**config.mk**
```make
export PLATFORM = sky130hd
export DESIGN_NAME = lms_ctr_pkt_bridge_flat
export DESIGN_NICKNAME = d
export VERILOG_FILES = /design/src/rtl/lms_ctr_pkt_bridge_if.sv /design/src/rtl/lms_ctr_pkt_bridge.sv /design/src/flat_wrapper.sv
export SDC_FILE = /design/constraint.sdc
export NUM_CORES = 1
export LEC_CHECK = 0
export BUFFER_PORTS_ARGS = -buffer_cell sky130_fd_sc_hd__buf_4
export CAP_MARGIN = 20
export CORE_MARGIN = 1.5
export CORE_UTILIZATION = 45
export CTS_CLUSTER_DIAMETER = 200
export DETAILED_ROUTE_END_ITERATION = 10
export PLACE_DENSITY = 0.71
export SYNTH_ARGS = -nofsm -noshare
export SYNTH_HDL_FRONTEND = slang
export SYNTH_SLANG_ARGS = --single-unit
export TNS_END_PERCENT = 30
```
**constraint.sdc**
```tcl
create_clock -name clk -period 4.9 [get_ports clk]
set_clock_uncertainty 0.2 [all_clocks]
set_input_delay 0.49 -clock clk [delete_from_list [all_inputs] [get_ports clk]]
set_output_delay 0.49 -clock clk [all_outputs]
set_load 0.005 [all_outputs]
```
**src/rtl/lms_ctr_pkt_bridge_if.sv**
```systemverilog
// rtl/lms_ctr_pkt_bridge_if.sv - host byte stream, lms_ctr exfifo and status bundle for the packet bridge
//
// Groups every non-clock/reset signal of lms_ctr_pkt_bridge.
//   slave  : the bridge side (drives h_rx_ready, h_tx_*, if_d, if_rdempty, of_wrfull, rx_drop_cnt)
//   master : the surrounding host link / lms_ctr side
interface lms_ctr_pkt_bridge_if;
    logic [7:0]  h_rx_data;
    logic        h_rx_valid;
    logic        h_rx_ready;
    logic [7:0]  h_tx_data;
    logic        h_tx_valid;
    logic        h_tx_ready;
    logic [31:0] if_d;
    logic        if_rd;
    logic        if_rdempty;
    logic [31:0] of_d;
    logic        of_wr;
    logic        of_wrfull;
    logic        fifo_rst;
    logic [7:0]  rx_drop_cnt;

    modport slave (
        input  h_rx_data, h_rx_valid, output h_rx_ready,
        output h_tx_data, h_tx_valid, input  h_tx_ready,
        output if_d, input if_rd, output if_rdempty,
        input  of_d, of_wr, output of_wrfull,
        input  fifo_rst,
        output rx_drop_cnt
    );

    modport master (
        output h_rx_data, h_rx_valid, input  h_rx_ready,
        input  h_tx_data, h_tx_valid, output h_tx_ready,
        input  if_d, output if_rd, input if_rdempty,
        output of_d, of_wr, input of_wrfull,
        output fifo_rst,
        input  rx_drop_cnt
    );
endinterface

```
**src/rtl/lms_ctr_pkt_bridge.sv**
```systemverilog
// rtl/lms_ctr_pkt_bridge.sv - byte stream <-> 32-bit LMS64C packet bridge for lms_ctr
//
// RX: host bytes are packed little-endian into a PKT_WORDS x 32 buffer; only a complete
//     packet is exposed on the show-ahead if_d/if_rd/if_rdempty port. Partial packets left
//     idle for TIMEOUT_CYC cycles are discarded and counted in rx_drop_cnt (saturating).
// TX: a full reply packet is collected from of_d/of_wr (of_wrfull while sending) and then
//     streamed to the host as bytes, byte0 = d[7:0], with a registered h_tx_data/h_tx_valid.
// Ports: clk, reset_n (async active-low), bus (lms_ctr_pkt_bridge_if.slave).
// fifo_rst synchronously clears both paths but keeps rx_drop_cnt.
module lms_ctr_pkt_bridge #(
    parameter int PKT_WORDS   = 16,
    parameter int TIMEOUT_CYC = 1000000
) (
    input  logic                   clk,
    input  logic                   reset_n,
    lms_ctr_pkt_bridge_if.slave    bus
);
    localparam int AW = $clog2(PKT_WORDS);
    localparam int IW = $clog2(TIMEOUT_CYC);
    localparam logic [AW-1:0] LAST_WORD = AW'(PKT_WORDS - 1);
    localparam logic [IW-1:0] IDLE_LAST = IW'(TIMEOUT_CYC - 1);

    typedef enum logic { RX_FILL, RX_HOLD } rx_state_e;
    typedef enum logic { TX_COLLECT, TX_SEND } tx_state_e;

    // RX state
    rx_state_e   rx_state_q, rx_state_d;
    logic [1:0]  byte_idx_q, byte_idx_d;
    logic [AW-1:0] wr_idx_q, wr_idx_d;
    logic [AW-1:0] rd_idx_q, rd_idx_d;
    logic [IW-1:0] idle_q, idle_d;
    logic [7:0]  drop_q, drop_d;
    logic [31:0] rx_buf_q [PKT_WORDS];
    logic [31:0] rx_buf_d [PKT_WORDS];

    // TX state
    tx_state_e   tx_state_q, tx_state_d;
    logic [AW-1:0] tx_wr_idx_q, tx_wr_idx_d;
    logic [AW-1:0] tx_rd_idx_q, tx_rd_idx_d;
    logic [1:0]  tx_lane_q, tx_lane_d;
    logic [7:0]  tx_data_q, tx_data_d;
    logic        tx_valid_q, tx_valid_d;
    logic [31:0] tx_buf_q [PKT_WORDS];
    logic [31:0] tx_buf_d [PKT_WORDS];

    logic [1:0]    tx_nxt_lane;
    logic [AW-1:0] tx_nxt_word;
    logic [31:0]   tx_nxt_w;

    // ------------------------------------------------------------------ RX
    always_comb begin
        rx_state_d = rx_state_q;
        byte_idx_d = byte_idx_q;
        wr_idx_d   = wr_idx_q;
        rd_idx_d   = rd_idx_q;
        idle_d     = idle_q;
        drop_d     = drop_q;
        rx_buf_d   = rx_buf_q;
        if (bus.fifo_rst) begin
            rx_state_d = RX_FILL;
            byte_idx_d = '0;
            wr_idx_d   = '0;
            rd_idx_d   = '0;
            idle_d     = '0;
        end else begin
            case (rx_state_q)
                RX_FILL: begin
                    if (bus.h_rx_valid) begin
                        // A transfer always beats a coincident timeout.
                        rx_buf_d[wr_idx_q][{byte_idx_q, 3'b000} +: 8] = bus.h_rx_data;
                        byte_idx_d = byte_idx_q + 2'd1;
                        idle_d     = '0;
                        if (byte_idx_q == 2'd3) begin
                            wr_idx_d = wr_idx_q + 1'b1;
                            if (wr_idx_q == LAST_WORD) begin
                                rx_state_d = RX_HOLD;
                            end
                        end
                    end else if ((byte_idx_q != 2'd0) || (wr_idx_q != '0)) begin
                        // idle_q holds the idle cycles already elapsed, so this is the
                        // TIMEOUT_CYC-th idle cycle of the partial packet.
                        if (idle_q == IDLE_LAST) begin
                            byte_idx_d = '0;
                            wr_idx_d   = '0;
                            idle_d     = '0;
                            if (drop_q != 8'hFF) begin
                                drop_d = drop_q + 8'd1;
                            end
                        end else begin
                            idle_d = idle_q + 1'b1;
                        end
                    end
                end
                RX_HOLD: begin
                    if (bus.if_rd) begin
                        rd_idx_d = rd_idx_q + 1'b1;
                        if (rd_idx_q == LAST_WORD) begin
                            rx_state_d = RX_FILL;
                        end
                    end
                end
                default: rx_state_d = RX_FILL;
            endcase
        end
    end

    assign bus.h_rx_ready  = (rx_state_q == RX_FILL);
    assign bus.if_rdempty  = (rx_state_q != RX_HOLD);
    assign bus.if_d        = (rx_state_q == RX_HOLD) ? rx_buf_q[rd_idx_q] : 32'h0;
    assign bus.rx_drop_cnt = drop_q;

    // ------------------------------------------------------------------ TX
    // Position and byte value of the next lane to present once the current one is taken.
    always_comb begin
        tx_nxt_lane = tx_lane_q + 2'd1;
        tx_nxt_word = tx_rd_idx_q + {{(AW-1){1'b0}}, (tx_lane_q == 2'd3)};
        tx_nxt_w    = tx_buf_q[tx_nxt_word];
    end

    always_comb begin
        tx_state_d  = tx_state_q;
        tx_wr_idx_d = tx_wr_idx_q;
        tx_rd_idx_d = tx_rd_idx_q;
        tx_lane_d   = tx_lane_q;
        tx_data_d   = tx_data_q;
        tx_valid_d  = tx_valid_q;
        tx_buf_d    = tx_buf_q;
        if (bus.fifo_rst) begin
            tx_state_d  = TX_COLLECT;
            tx_wr_idx_d = '0;
            tx_rd_idx_d = '0;
            tx_lane_d   = '0;
            tx_data_d   = 8'h00;
            tx_valid_d  = 1'b0;
        end else begin
            case (tx_state_q)
                TX_COLLECT: begin
                    if (bus.of_wr) begin
                        tx_buf_d[tx_wr_idx_q] = bus.of_d;
                        tx_wr_idx_d = tx_wr_idx_q + 1'b1;
                        if (tx_wr_idx_q == LAST_WORD) begin
                            // Word 0 was written earlier, so its low byte is ready now.
                            tx_state_d  = TX_SEND;
                            tx_valid_d  = 1'b1;
                            tx_data_d   = tx_buf_q[0][7:0];
                            tx_rd_idx_d = '0;
                            tx_lane_d   = '0;
                        end
                    end
                end
                TX_SEND: begin
                    if (bus.h_tx_ready) begin
                        if ((tx_rd_idx_q == LAST_WORD) && (tx_lane_q == 2'd3)) begin
                            tx_state_d  = TX_COLLECT;
                            tx_valid_d  = 1'b0;
                            tx_data_d   = 8'h00;
                            tx_rd_idx_d = '0;
                            tx_lane_d   = '0;
                        end else begin
                            tx_lane_d   = tx_nxt_lane;
                            tx_rd_idx_d = tx_nxt_word;
                            tx_data_d   = tx_nxt_w[{tx_nxt_lane, 3'b000} +: 8];
                        end
                    end
                end
                default: tx_state_d = TX_COLLECT;
            endcase
        end
    end

    assign bus.of_wrfull  = (tx_state_q == TX_SEND);
    assign bus.h_tx_valid = tx_valid_q;
    assign bus.h_tx_data  = tx_data_q;

    // ------------------------------------------------------------------ registers
    always_ff @(posedge clk or negedge reset_n) begin
        if (!reset_n) begin
            rx_state_q  <= RX_FILL;
            byte_idx_q  <= '0;
            wr_idx_q    <= '0;
            rd_idx_q    <= '0;
            idle_q      <= '0;
            drop_q      <= 8'h00;
            tx_state_q  <= TX_COLLECT;
            tx_wr_idx_q <= '0;
            tx_rd_idx_q <= '0;
            tx_lane_q   <= '0;
            tx_data_q   <= 8'h00;
            tx_valid_q  <= 1'b0;
        end else begin
            rx_state_q  <= rx_state_d;
            byte_idx_q  <= byte_idx_d;
            wr_idx_q    <= wr_idx_d;
            rd_idx_q    <= rd_idx_d;
            idle_q      <= idle_d;
            drop_q      <= drop_d;
            tx_state_q  <= tx_state_d;
            tx_wr_idx_q <= tx_wr_idx_d;
            tx_rd_idx_q <= tx_rd_idx_d;
            tx_lane_q   <= tx_lane_d;
            tx_data_q   <= tx_data_d;
            tx_valid_q  <= tx_valid_d;
        end
    end

    // Packet storage needs no reset: it is never visible before being fully written.
    always_ff @(posedge clk) begin
        rx_buf_q <= rx_buf_d;
        tx_buf_q <= tx_buf_d;
    end
endmodule
```
**src/flat_wrapper.sv**
```systemverilog
// flat-port wrapper written by rule: the top's interface ports become plain ports
module lms_ctr_pkt_bridge_flat 
#(
    parameter int PKT_WORDS   = 16,
    parameter int TIMEOUT_CYC = 1000000
)
  (clk, reset_n, bus_h_rx_data, bus_h_rx_valid, bus_h_rx_ready, bus_h_tx_data, bus_h_tx_valid, bus_h_tx_ready, bus_if_d, bus_if_rd, bus_if_rdempty, bus_of_d, bus_of_wr, bus_of_wrfull, bus_fifo_rst, bus_rx_drop_cnt);
  lms_ctr_pkt_bridge_if bus_i ();
  input  logic clk;
  input  logic reset_n;
  input wire logic [$bits(bus_i.h_rx_data)-1:0] bus_h_rx_data;
  input wire logic [$bits(bus_i.h_rx_valid)-1:0] bus_h_rx_valid;
  output wire logic [$bits(bus_i.h_rx_ready)-1:0] bus_h_rx_ready;
  output wire logic [$bits(bus_i.h_tx_data)-1:0] bus_h_tx_data;
  output wire logic [$bits(bus_i.h_tx_valid)-1:0] bus_h_tx_valid;
  input wire logic [$bits(bus_i.h_tx_ready)-1:0] bus_h_tx_ready;
  output wire logic [$bits(bus_i.if_d)-1:0] bus_if_d;
  input wire logic [$bits(bus_i.if_rd)-1:0] bus_if_rd;
  output wire logic [$bits(bus_i.if_rdempty)-1:0] bus_if_rdempty;
  input wire logic [$bits(bus_i.of_d)-1:0] bus_of_d;
  input wire logic [$bits(bus_i.of_wr)-1:0] bus_of_wr;
  output wire logic [$bits(bus_i.of_wrfull)-1:0] bus_of_wrfull;
  input wire logic [$bits(bus_i.fifo_rst)-1:0] bus_fifo_rst;
  output wire logic [$bits(bus_i.rx_drop_cnt)-1:0] bus_rx_drop_cnt;
  assign bus_i.h_rx_data = bus_h_rx_data;
  assign bus_i.h_rx_valid = bus_h_rx_valid;
  assign bus_h_rx_ready = bus_i.h_rx_ready;
  assign bus_h_tx_data = bus_i.h_tx_data;
  assign bus_h_tx_valid = bus_i.h_tx_valid;
  assign bus_i.h_tx_ready = bus_h_tx_ready;
  assign bus_if_d = bus_i.if_d;
  assign bus_i.if_rd = bus_if_rd;
  assign bus_if_rdempty = bus_i.if_rdempty;
  assign bus_i.of_d = bus_of_d;
  assign bus_i.of_wr = bus_of_wr;
  assign bus_of_wrfull = bus_i.of_wrfull;
  assign bus_i.fifo_rst = bus_fifo_rst;
  assign bus_rx_drop_cnt = bus_i.rx_drop_cnt;
  lms_ctr_pkt_bridge #(.PKT_WORDS(PKT_WORDS), .TIMEOUT_CYC(TIMEOUT_CYC)) u_core (.clk(clk), .reset_n(reset_n), .bus(bus_i));
endmodule
```
==> impl_metrics.yaml <==
timing:
  finalHoldViolations: 0
  max_slew_margin: 0.255
  tightest_slew_ps: 1120
  slew_violations: 0
  hold-worst-slack_ps: 67.4
  setup_viol: 0
  finalWorstSetupSlack_ps: 889
  fmax_ghz: 0.249
  finalCritPeriodShare: 0.819
  fin_setup_tns_ps: 0
  period_minus_slack_ps: 4010
  rsz0062_at_grt: "no"
logic_synthesis:
  synth_ff_type: "edfxtp_1"
  synth_top_area_share: 0.720
  syn_inst: 2089
  yosysTopAreaCell: "edfxtp_1"
  synth_area_leaders: "edfxtp_1, mux4_2, dfrtp_1"
  syn_area_um2: 42700
  synthTopCellsByCount: "edfxtp_1, mux4_2, nor2_1"
  synth_edf_count: 1024
  synth.most_common_cell: "edfxtp_1"
  synth_seq_cells: 1083
  async_flop_share: 0.0545
  yosysWarnings: 0
  ys_types: 50
  ys_seq_area_frac: 0.754
  syn_avg_cell_area_um2: 20.5
  syn_nets: 2156
critical_path:
  arrival_ps: 3320
  cp.required_ps: 4210
  cp-start-kind: "flip-flop"
  critPathKind: "reg -> out"
  crit_fanout: 48
  worstSetupEndpointType: "output port"
grt:
  grt_max_degree: 65
  grtUsageTotal: 0.195
  grt_pass1_vias: 21814
  antenna_found_initial: 5
  grt_first_pass_wirelength_mm: 141
  grt-ovfl-total: 0
route:
  firstDrtPassIters: 6
  drc: 0
  viasPerCell: 5.87
  avgRoutedWirePerCell_um: 26.0
  antenna_left: 0
  drtIter0Drc: 2350
  via_count: 21225
  totalWireLength_mm: 94.0
power_and_ir_drop:
  power_density_nw_per_um2: 397
  ir_worst_vdd_v: 0.000419
  leakage_nw: 15.4
floorplanning:
  start_util: 0.456
  die_x_um: 311
  rows: 112
  core-area_um2: 93700
  io_pins: 99
  die_h_um: 311
  dieArea_um2: 96800
clock_tree:
  cts.clk_slew.worst_paths_ps: 60
  numCtsBuffers: 100
  cts_tree: "built"
  root_buffer: "clkbuf_16"
  h-tree-depth: 3
  clk-insertion-delay-late_ps: 670
  cts_setup_buffers: 0
  clock_sinks: 1083
  clockBufferDepth: 3
placement:
  dp_hpwl_mm: 56.8
  place.gp.congestion: 0.845
  portBuffers: 98
  dpl_worst_slack_ps: 1210
cells_and_area:
  syn2layout_area_growth_pct: 14.9
  nets: 2341
  drive_gt1_frac: 0.265
flow_run:
  cap_viol_max_count: 0
min_path:
  hold_class: "in -> reg"
status:
  outcome: "finished clean"
[registers in the layout (all words and copies together) (netlist names)]
signal	count
u_core.tx_wr_idx_q	4
u_core.rd_idx_q	4
u_core.bus.h_tx_data	8
u_core.wr_idx_q	4
u_core.idle_q	20
u_core.bus.of_wrfull	1
u_core.rx_state_q	1
u_core.byte_idx_q	2
u_core.tx_buf_q	512
u_core.bus.h_tx_valid	1
u_core.rx_buf_q	512
u_core.tx_lane_q	2
u_core.bus.rx_drop_cnt	8
u_core.tx_rd_idx_q	4
[per-layer routing]
layer	GRT usage	vias to the layer above	routed length (um)
li1	-	8936	-
met1	0.260	11210	37100
met2	0.330	888	47800
met3	0.0308	185	6240
met4	0.0665	6	2820
met5	0	-	37
[cells by family after synthesis]
group | share of synthesized area
buffers and inverters | 0.0119
adder cells (fa/ha/maj) | 0.00586
XOR/XNOR | 0.00635
multiplexers | 0.158
AND/OR/NAND/NOR | 0.0490
AO/OA/AOI/OAI | 0.0144
flip-flops | 0.754
[power by group]
group | switching, W | leakage, nW | internal, W
logic | 0.000668 | 3.63 | 0.000211
clock network | 0.00333 | 1.66 | 0.00471
registers | 0.0000442 | 10.1 | 0.0105
[path summary, 6_finish.rpt]
path,startpoint,end,slack [ps],cells past startpoint
min in group asynchronous,reset_n,u_core.bus.h_tx_data[3]$_DFFE_PN0P_,280,2
hold / removal,bus_h_tx_ready,u_core.bus.of_wrfull$_DFF_PN0_,70,3
setup reg to reg,u_core.tx_lane_q[0]$_DFFE_PN0P_,u_core.bus.h_tx_data[2]$_DFFE_PN0P_,1150,10
hold reg to reg,u_core.tx_lane_q[1]$_DFFE_PN0P_,u_core.tx_lane_q[1]$_DFFE_PN0P_,320,2
setup / recovery,u_core.rd_idx_q[1]$_DFFE_PN0P_,bus_if_d[28],890,5
max in group asynchronous,reset_n,u_core.rd_idx_q[0]$_DFFE_PN0P_,3520,2
[critical path, cell delays in order (launching register included)]
cell     delay [ps]
dfrtp_4         920
buf_4           450
mux4_2          410
mux4_2          510
and2_1          200
buf_4           140
[repair_timing]
| action | 4_1_cts | 5_1_grt |
|---|---|---|
| hold buffers | 37 | 0 |
| resized for setup | 0 | 0 |
| endpoints found under the hold margin | 581 | 0 |
[metrics by stage]
stage,area (um^2),utilization,power [W],std cells
floorplan,42700,-,0.0112,2089
global placement,45300,0.483,0.0115,3388
detailed placement,45300,0.483,0.0116,3388
CTS,49100,0.523,0.0196,3612
global route,49100,0.523,0.0200,3615
finish,49100,0.524,0.0195,3616
[cells in the final DEF (no fill, tap or decap), types with 17 or more instances in the layout]
| master | instances |
|---|---|
| xor2_1 | 19 |
| clkbuf_1 | 18 |
| nand2_1 | 111 |
| mux4_2 | 288 |
| ha_1 | 18 |
| dlygate4sd3_1 | 37 |
| buf_4 | 141 |
| clkinv_1 | 19 |
| clkbuf_16 | 102 |
| nand3_1 | 33 |
| a21oi_1 | 17 |
| and2_1 | 55 |
| clkinv_2 | 21 |
| bufinv_16 | 17 |
| o21ai_0 | 22 |
| nand2b_1 | 20 |
| mux2i_1 | 24 |
| edfxtp_1 | 1024 |
| nand4_1 | 37 |
| nor2_1 | 125 |
| dfrtp_1 | 55 |
[layout make-up]
cell class / count / area [um^2]
sequential: 1083 / 32200
inverter: 8 / 30.0
clock inverter: 67 / 781
fill: 7085 / 44700
tap: 1254 / 1570
antenna: 3 / 7.51
timing repair buffer: 190 / 1670
clock buffer: 120 / 2620
multi-input combinational: 891 / 10200
Note: power is estimated with default switching activity, not from simulation.
